--- config.mk ---
export PLATFORM = sky130hd
export DESIGN_NAME = bus_rr_arbiter
export DESIGN_NICKNAME = d
export VERILOG_FILES = /design/src/rtl/bus_rr_arbiter_pkg.sv /design/src/rtl/decoder.sv /design/src/rtl/bus_rr_arbiter.sv
export SDC_FILE = /design/constraint.sdc
export NUM_CORES = 1
export LEC_CHECK = 0
export ABC_AREA = 1
export BUFFER_PORTS_ARGS = -buffer_cell sky130_fd_sc_hd__buf_4
export CORE_MARGIN = 2
export CORE_UTILIZATION = 40
export CTS_CLUSTER_SIZE = 24
export DETAILED_ROUTE_END_ITERATION = 12
export GPL_ROUTABILITY_DRIVEN = 0
export PLACE_DENSITY = 0.69
export SETUP_SLACK_MARGIN = 0.15
export SYNTH_ARGS = -nofsm -noshare
export SYNTH_HDL_FRONTEND = slang
export SYNTH_SLANG_ARGS = --single-unit
--- constraint.sdc ---
create_clock -name clk -period 4.7 [get_ports clk]
set_input_delay 0.94 -clock clk [delete_from_list [all_inputs] [get_ports clk]]
set_output_delay 0.94 -clock clk [all_outputs]
set_load 0.01 [all_outputs]
--- src/rtl/bus_rr_arbiter_pkg.sv ---
// rtl/bus_rr_arbiter_pkg.sv - shared types for the round-robin bus arbiter
//
// Purpose: state encoding used by bus_rr_arbiter.
//   ST_IDLE : no owner, arbitration runs every cycle
//   ST_BUSY : grant_idx owns the bus until a release condition
package bus_rr_arbiter_pkg;

  typedef enum logic {
    ST_IDLE = 1'b0,
    ST_BUSY = 1'b1
  } arb_state_t;

endpackage

--- src/rtl/decoder.sv ---
// rtl/decoder.sv - binary index to one-hot decoder
//
// Purpose: turns an inputLen-bit index into a (1 << inputLen)-bit one-hot word.
// Ports:
//   idx    in   inputLen       binary index
//   onehot out  1 << inputLen  bit idx set, all others clear
module decoder #(
  parameter int inputLen = 3
) (
  input  logic [inputLen-1:0]      idx,
  output logic [(1<<inputLen)-1:0] onehot
);

  always_comb begin
    onehot      = '0;
    onehot[idx] = 1'b1;
  end

endmodule

--- src/rtl/bus_rr_arbiter.sv ---
// rtl/bus_rr_arbiter.sv - round-robin arbiter for one shared bus/write port
//
// Purpose: grants one of numReq requesters at a time, holding the grant until
// done, a request drop, or the hold limit. Priority after a release starts at
// the requester just above the previous owner.
// Ports:
//   clk          in   1         rising-edge clock
//   reset        in   1         asynchronous active-high reset
//   req          in   numReq    request vector, bit i = requester i
//   done         in   1         owner finished (ignored in IDLE)
//   grant_valid  out  1         a grant is active
//   grant_idx    out  inputLen  current (or last) owner index
//   grant_onehot out  numReq    one-hot owner select, zero when no grant
//   timeout      out  1         one-cycle pulse: grant revoked by hold limit
module bus_rr_arbiter
  import bus_rr_arbiter_pkg::*;
#(
  parameter  int inputLen = 3,
  parameter  int maxHold  = 16,
  localparam int numReq   = 1 << inputLen,
  localparam int cntLen   = (maxHold < 1) ? 1 : $clog2(maxHold + 1)
) (
  input  logic                clk,
  input  logic                reset,
  input  logic [numReq-1:0]   req,
  input  logic                done,
  output logic                grant_valid,
  output logic [inputLen-1:0] grant_idx,
  output logic [numReq-1:0]   grant_onehot,
  output logic                timeout
);

  // Hold limit constants; with maxHold == 0 the timeout path is disabled and
  // the counter simply sits at zero.
  localparam int unsigned     hold_last_i = (maxHold == 0) ? 0 : maxHold - 1;
  localparam int unsigned     hold_sat_i  = maxHold;
  localparam logic [cntLen-1:0] hold_last = hold_last_i[cntLen-1:0];
  localparam logic [cntLen-1:0] hold_sat  = hold_sat_i[cntLen-1:0];
  localparam bit              timeout_en  = (maxHold != 0);

  arb_state_t          state_q;
  logic [inputLen-1:0] ptr_q;
  logic [cntLen-1:0]   hold_cnt_q;

  arb_state_t          state_nxt;
  logic [inputLen-1:0] ptr_nxt;
  logic [cntLen-1:0]   hold_cnt_nxt;
  logic                valid_nxt;
  logic [inputLen-1:0] idx_nxt;
  logic                timeout_nxt;

  logic                sel_found;
  logic [inputLen-1:0] sel_idx;
  logic                rel_done;
  logic                rel_drop;
  logic                rel_limit;
  logic [numReq-1:0]   dec_onehot;

  // Returns {found, index} of the first set bit of r at or above p, wrapping
  // from numReq-1 back to 0. The scan runs downward so the lowest offset from
  // p is the last to write and therefore wins.
  function automatic logic [inputLen:0] rr_select(
    input logic [numReq-1:0]   r,
    input logic [inputLen-1:0] p
  );
    logic                found;
    logic [inputLen-1:0] sel;
    logic [inputLen-1:0] cand;
    found = 1'b0;
    sel   = '0;
    for (int i = numReq - 1; i >= 0; i--) begin
      cand = p + i[inputLen-1:0];
      if (r[cand]) begin
        found = 1'b1;
        sel   = cand;
      end
    end
    return {found, sel};
  endfunction

  always_comb begin
    {sel_found, sel_idx} = rr_select(req, ptr_q);
  end

  assign rel_done  = done;
  assign rel_drop  = ~req[grant_idx];
  assign rel_limit = timeout_en && (hold_cnt_q == hold_last);

  always_comb begin
    state_nxt    = state_q;
    ptr_nxt      = ptr_q;
    hold_cnt_nxt = hold_cnt_q;
    valid_nxt    = grant_valid;
    idx_nxt      = grant_idx;
    timeout_nxt  = 1'b0;

    case (state_q)
      ST_IDLE: begin
        valid_nxt = 1'b0;
        if (sel_found) begin
          state_nxt    = ST_BUSY;
          valid_nxt    = 1'b1;
          idx_nxt      = sel_idx;
          hold_cnt_nxt = '0;
        end
      end

      ST_BUSY: begin
        if (rel_done || rel_drop || rel_limit) begin
          // grant_idx is left alone so the last owner stays visible.
          state_nxt    = ST_IDLE;
          valid_nxt    = 1'b0;
          ptr_nxt      = grant_idx + inputLen'(1);
          hold_cnt_nxt = '0;
          timeout_nxt  = rel_limit && !rel_done && !rel_drop;
        end else if (hold_cnt_q != hold_sat) begin
          hold_cnt_nxt = hold_cnt_q + cntLen'(1);
        end
      end

      default: begin
        state_nxt = ST_IDLE;
        valid_nxt = 1'b0;
      end
    endcase
  end

  // Decoding the next owner lets grant_onehot come straight out of a flop,
  // aligned with grant_idx.
  decoder #(
    .inputLen(inputLen)
  ) u_decoder (
    .idx   (idx_nxt),
    .onehot(dec_onehot)
  );

  always_ff @(posedge clk or posedge reset) begin
    if (reset) begin
      state_q      <= ST_IDLE;
      ptr_q        <= '0;
      hold_cnt_q   <= '0;
      grant_valid  <= 1'b0;
      grant_idx    <= '0;
      grant_onehot <= '0;
      timeout      <= 1'b0;
    end else begin
      state_q      <= state_nxt;
      ptr_q        <= ptr_nxt;
      hold_cnt_q   <= hold_cnt_nxt;
      grant_valid  <= valid_nxt;
      grant_idx    <= idx_nxt;
      grant_onehot <= valid_nxt ? dec_onehot : '0;
      timeout      <= timeout_nxt;
    end
  end

endmodule

==> results.md <==
* Worst setup path category: reg -> reg
* Setup crit end kind: register
* Top delay family on crit path: simple AND/OR/NAND/NOR gates
* Via count at between 1500 and 2000
* Die Wd at 69.1 um
* Area growth from synthesis to layout at 13.9%
* Post-route setup slack at ~2.0 ns
* Final Cycle Share at 0.580
* Initial antenna violation count at 0
* Diode count at 0
* Fill count at 420
* F_max at 0.367 GHz
* Port Buffers at 23
* Distinct cells, synth at 26
* WP data arrival at around 2.9 ns
* Final hold violations at 0
* Footprint of the multi-input gates at approximately 970 sq um
* DR iter-0 viols at approximately 150
* Commonest non-fill, non-tap cell in the layout: nand2_1
* # DRC at 0
* #FFs+latches synth at 22
* Routed Antenna Nets at 0
* Slowest-stage cell, CP: dfrtp_1
* Drt total wl at roughly 3800 um
* CTS tree: yes
* Dpl ws at between 1.5 and 2 ns
* Critical Path RT at about 4.9 ns
* Clock Tree Root: clkbuf_8
* Worst-case clock buffer depth at 2
* Syn. warnings at 0
* Routed vias/inst at between 4 and 5
* Number of global-route vias before repair at around 1600
* Worst-path maximum fanout at 12
* Synth Net Count at about 260
* Mean Syn Cell Area at a little under 7 sq um
* CP cell instances: inv_2 > ha_1 > inv_2 > nand3_1 > nand3_1 > nand2_2 > nor2_2 > nand2_2 > o21ai_4 > inv_2 > nand3_1 > nand2_1 > nand2_2 > nor2_1
* CP peak stage delay at around 0.57 ns
* Setup total negative slack at 0 ns
* Unrepaired setup endpoints after global routing: false
* Worst Skew at ~0.0068 ns
* Post-synthesis compound-gate area fraction at 0.0953
* Die Area at about 0.0048 sq mm
* R2R cell count at 14
* Hpwl dp at 3130 um
* Post-CTS sizing at 0
* Worst-Skew Late Latency at approximately 0.26 ns
* GRT Util Overall at 0.172
* Critical Path Start Type: register
* # setup viols final at 0
* Post-Synth Simple-Gate Area at 0.396
* CTS Sinks at 22
* Share of layout cells above drive strength 1 at 0.186
* First-pass iteration count of the detailed router at 4
* I/O pins at 24
* Min Tclk post-route at between 2 and 3 ns
* Status: finished, final reports clean
* First-pass GRT wire length at 6890 um
* Largest family of logic cells by synthesized area: simple AND/OR/NAND/NOR gates
* WP depth at 14
* H-tree depth at 1
* Routed len/inst at 11.8 um
* Register Area at 551 sq um
* Max-Cap Viols at 0
* Synth Area in XOR/XNOR at 0.0355
* Mux contribution to synthesized area at 0
* Clock-pin slew on the worst setup and hold paths at around 0.070 ns
* Worst relative slew slack at 0.465
* Chip height at roughly 69 um
* Final-report max-slew violation count at 0
* WP buf/inv at 3
* Worst Hold Depth at 2
* Grt total ovfl at 0
* Setup repair bufs after CTS at 0
* Final net count at 288
* Largest net degree at the start of global routing at 23
* Hold_buf cts at 0
* Slew @ Worst Pin at around 0.8 ns
* Post-synthesis adder-cell area fraction at 0.0443
* Worst hold path class: reg -> reg
* Seq/Total Area, Yosys at 0.325
* Syn Inst Count at 247
* Cts bufs inserted at 3
* Commonest non-fill, non-tap cells in the layout: nand2_1, nand3_1, inv_1
* Starting Density at 0.420
* Num rows at 23
* Post-Syn Area at 0.00169 sq mm
* Reg2reg setup slack at slightly below 2 ns
* Core ar. at between 0.004 and 0.005 sq mm
## synth_stat cells
library cell | n | area [sq um]
nor2_2 | 1 | 6.26
a21oi_1 | 9 | 45.0
inv_2 | 3 | 11.3
xor2_1 | 4 | 35.0
nor4_1 | 1 | 6.26
nor2_4 | 1 | 11.3
nand2_1 | 67 | 251
dfrtp_1 | 22 | 551
inv_4 | 1 | 6.26
xnor2_1 | 1 | 8.76
xnor2_2 | 1 | 16.3
nand2_2 | 10 | 62.6
buf_6 | 3 | 33.8
inv_1 | 29 | 109
nor3_2 | 1 | 10.0
o21ai_4 | 2 | 32.5
nor3_1 | 2 | 10.0
inv_6 | 1 | 8.76
nor2_1 | 22 | 82.6
o21ai_0 | 12 | 60.1
nand3_1 | 44 | 220
o21a_4 | 1 | 15.0
nand3_2 | 1 | 10.0
buf_4 | 1 | 7.51
ha_1 | 6 | 75.1
a21oi_2 | 1 | 8.76
## kinds of logic (layout without fill, tap and decap cells)
| group | Yosys count | after routing |
|---|---|---|
| xor+xnor | 6 | 6 |
| flops | 22 | 22 |
| buf+inv | 38 | 60 |
| compound gates | 25 | 25 |
| fa+ha+maj | 6 | 6 |
| simple gates | 150 | 150 |
## final timing paths
path / start / to
min in group asynchronous: reset / hold_cnt_q[0]$_DFFE_PP0P_
max: ptr_q[0]$_DFFE_PP0P_ / grant_onehot[6]$_DFF_PP0_
min: hold_cnt_q[4]$_DFFE_PP0P_ / hold_cnt_q[4]$_DFFE_PP0P_
min reg2reg: hold_cnt_q[4]$_DFFE_PP0P_ / hold_cnt_q[4]$_DFFE_PP0P_
max in group asynchronous: reset / ptr_q[2]$_DFFE_PP0P_
max reg2reg: ptr_q[0]$_DFFE_PP0P_ / grant_onehot[6]$_DFF_PP0_
## worst reg2reg max path, delay by kind of cell (launching register included)
kind | cells | cell delay, ns
adders and majority gates | 1 | 0.44
AOI/OAI and AO/OA | 1 | 0.23
buffers and inverters | 3 | 0.41
DFF | 1 | 0.57
and+or+nand+nor | 9 | 1.00
## layout make-up
type | count | share of cell area
multi-input combinational | 187 | 0.501
timing repair buffer | 23 | 0.0895
sequential | 22 | 0.285
clock buffer | 3 | 0.0214
inverter | 34 | 0.0700
tap | 50 | 0.0324
## per-layer routing
| layer | global-route usage | routed length [um] | up-vias |
|---|---|---|---|
| met4 | 0.0588 | 55 | 0 |
| met5 | 0 | 0 | - |
| li1 | - | - | 834 |
| met1 | 0.238 | 1790 | 707 |
| met3 | 0.00877 | 122 | 5 |
| met2 | 0.287 | 1790 | 33 |
## registers in the layout (all words and copies together) (netlist names)
| signal | cells |
|---|---|
| grant_idx | 3 |
| hold_cnt_q | 5 |
| timeout | 1 |
| ptr_q | 3 |
| state_q | 1 |
| grant_onehot | 8 |
| grant_valid | 1 |
## through the flow
| step | instances | utilization | instance area [sq um] | hold slack (ns) |
|---|---|---|---|---|
| 6_report | 319 | 0.479 | 1930 | 0.515 |
| 5_1_grt | 319 | 0.479 | 1930 | 0.555 |
| 4_1_cts | 319 | 0.479 | 1930 | 0.519 |
| 3_5_place_dp | 316 | 0.469 | 1890 | 0.502 |
| 3_3_place_gp | 316 | 0.469 | 1890 | 0.477 |
| 2_1_floorplan | 247 | - | 1690 | 0.453 |
Power is left out: the tool's default activity adds up to more than one toggle a clock period on the data nets, which glitch-free logic cannot reach.
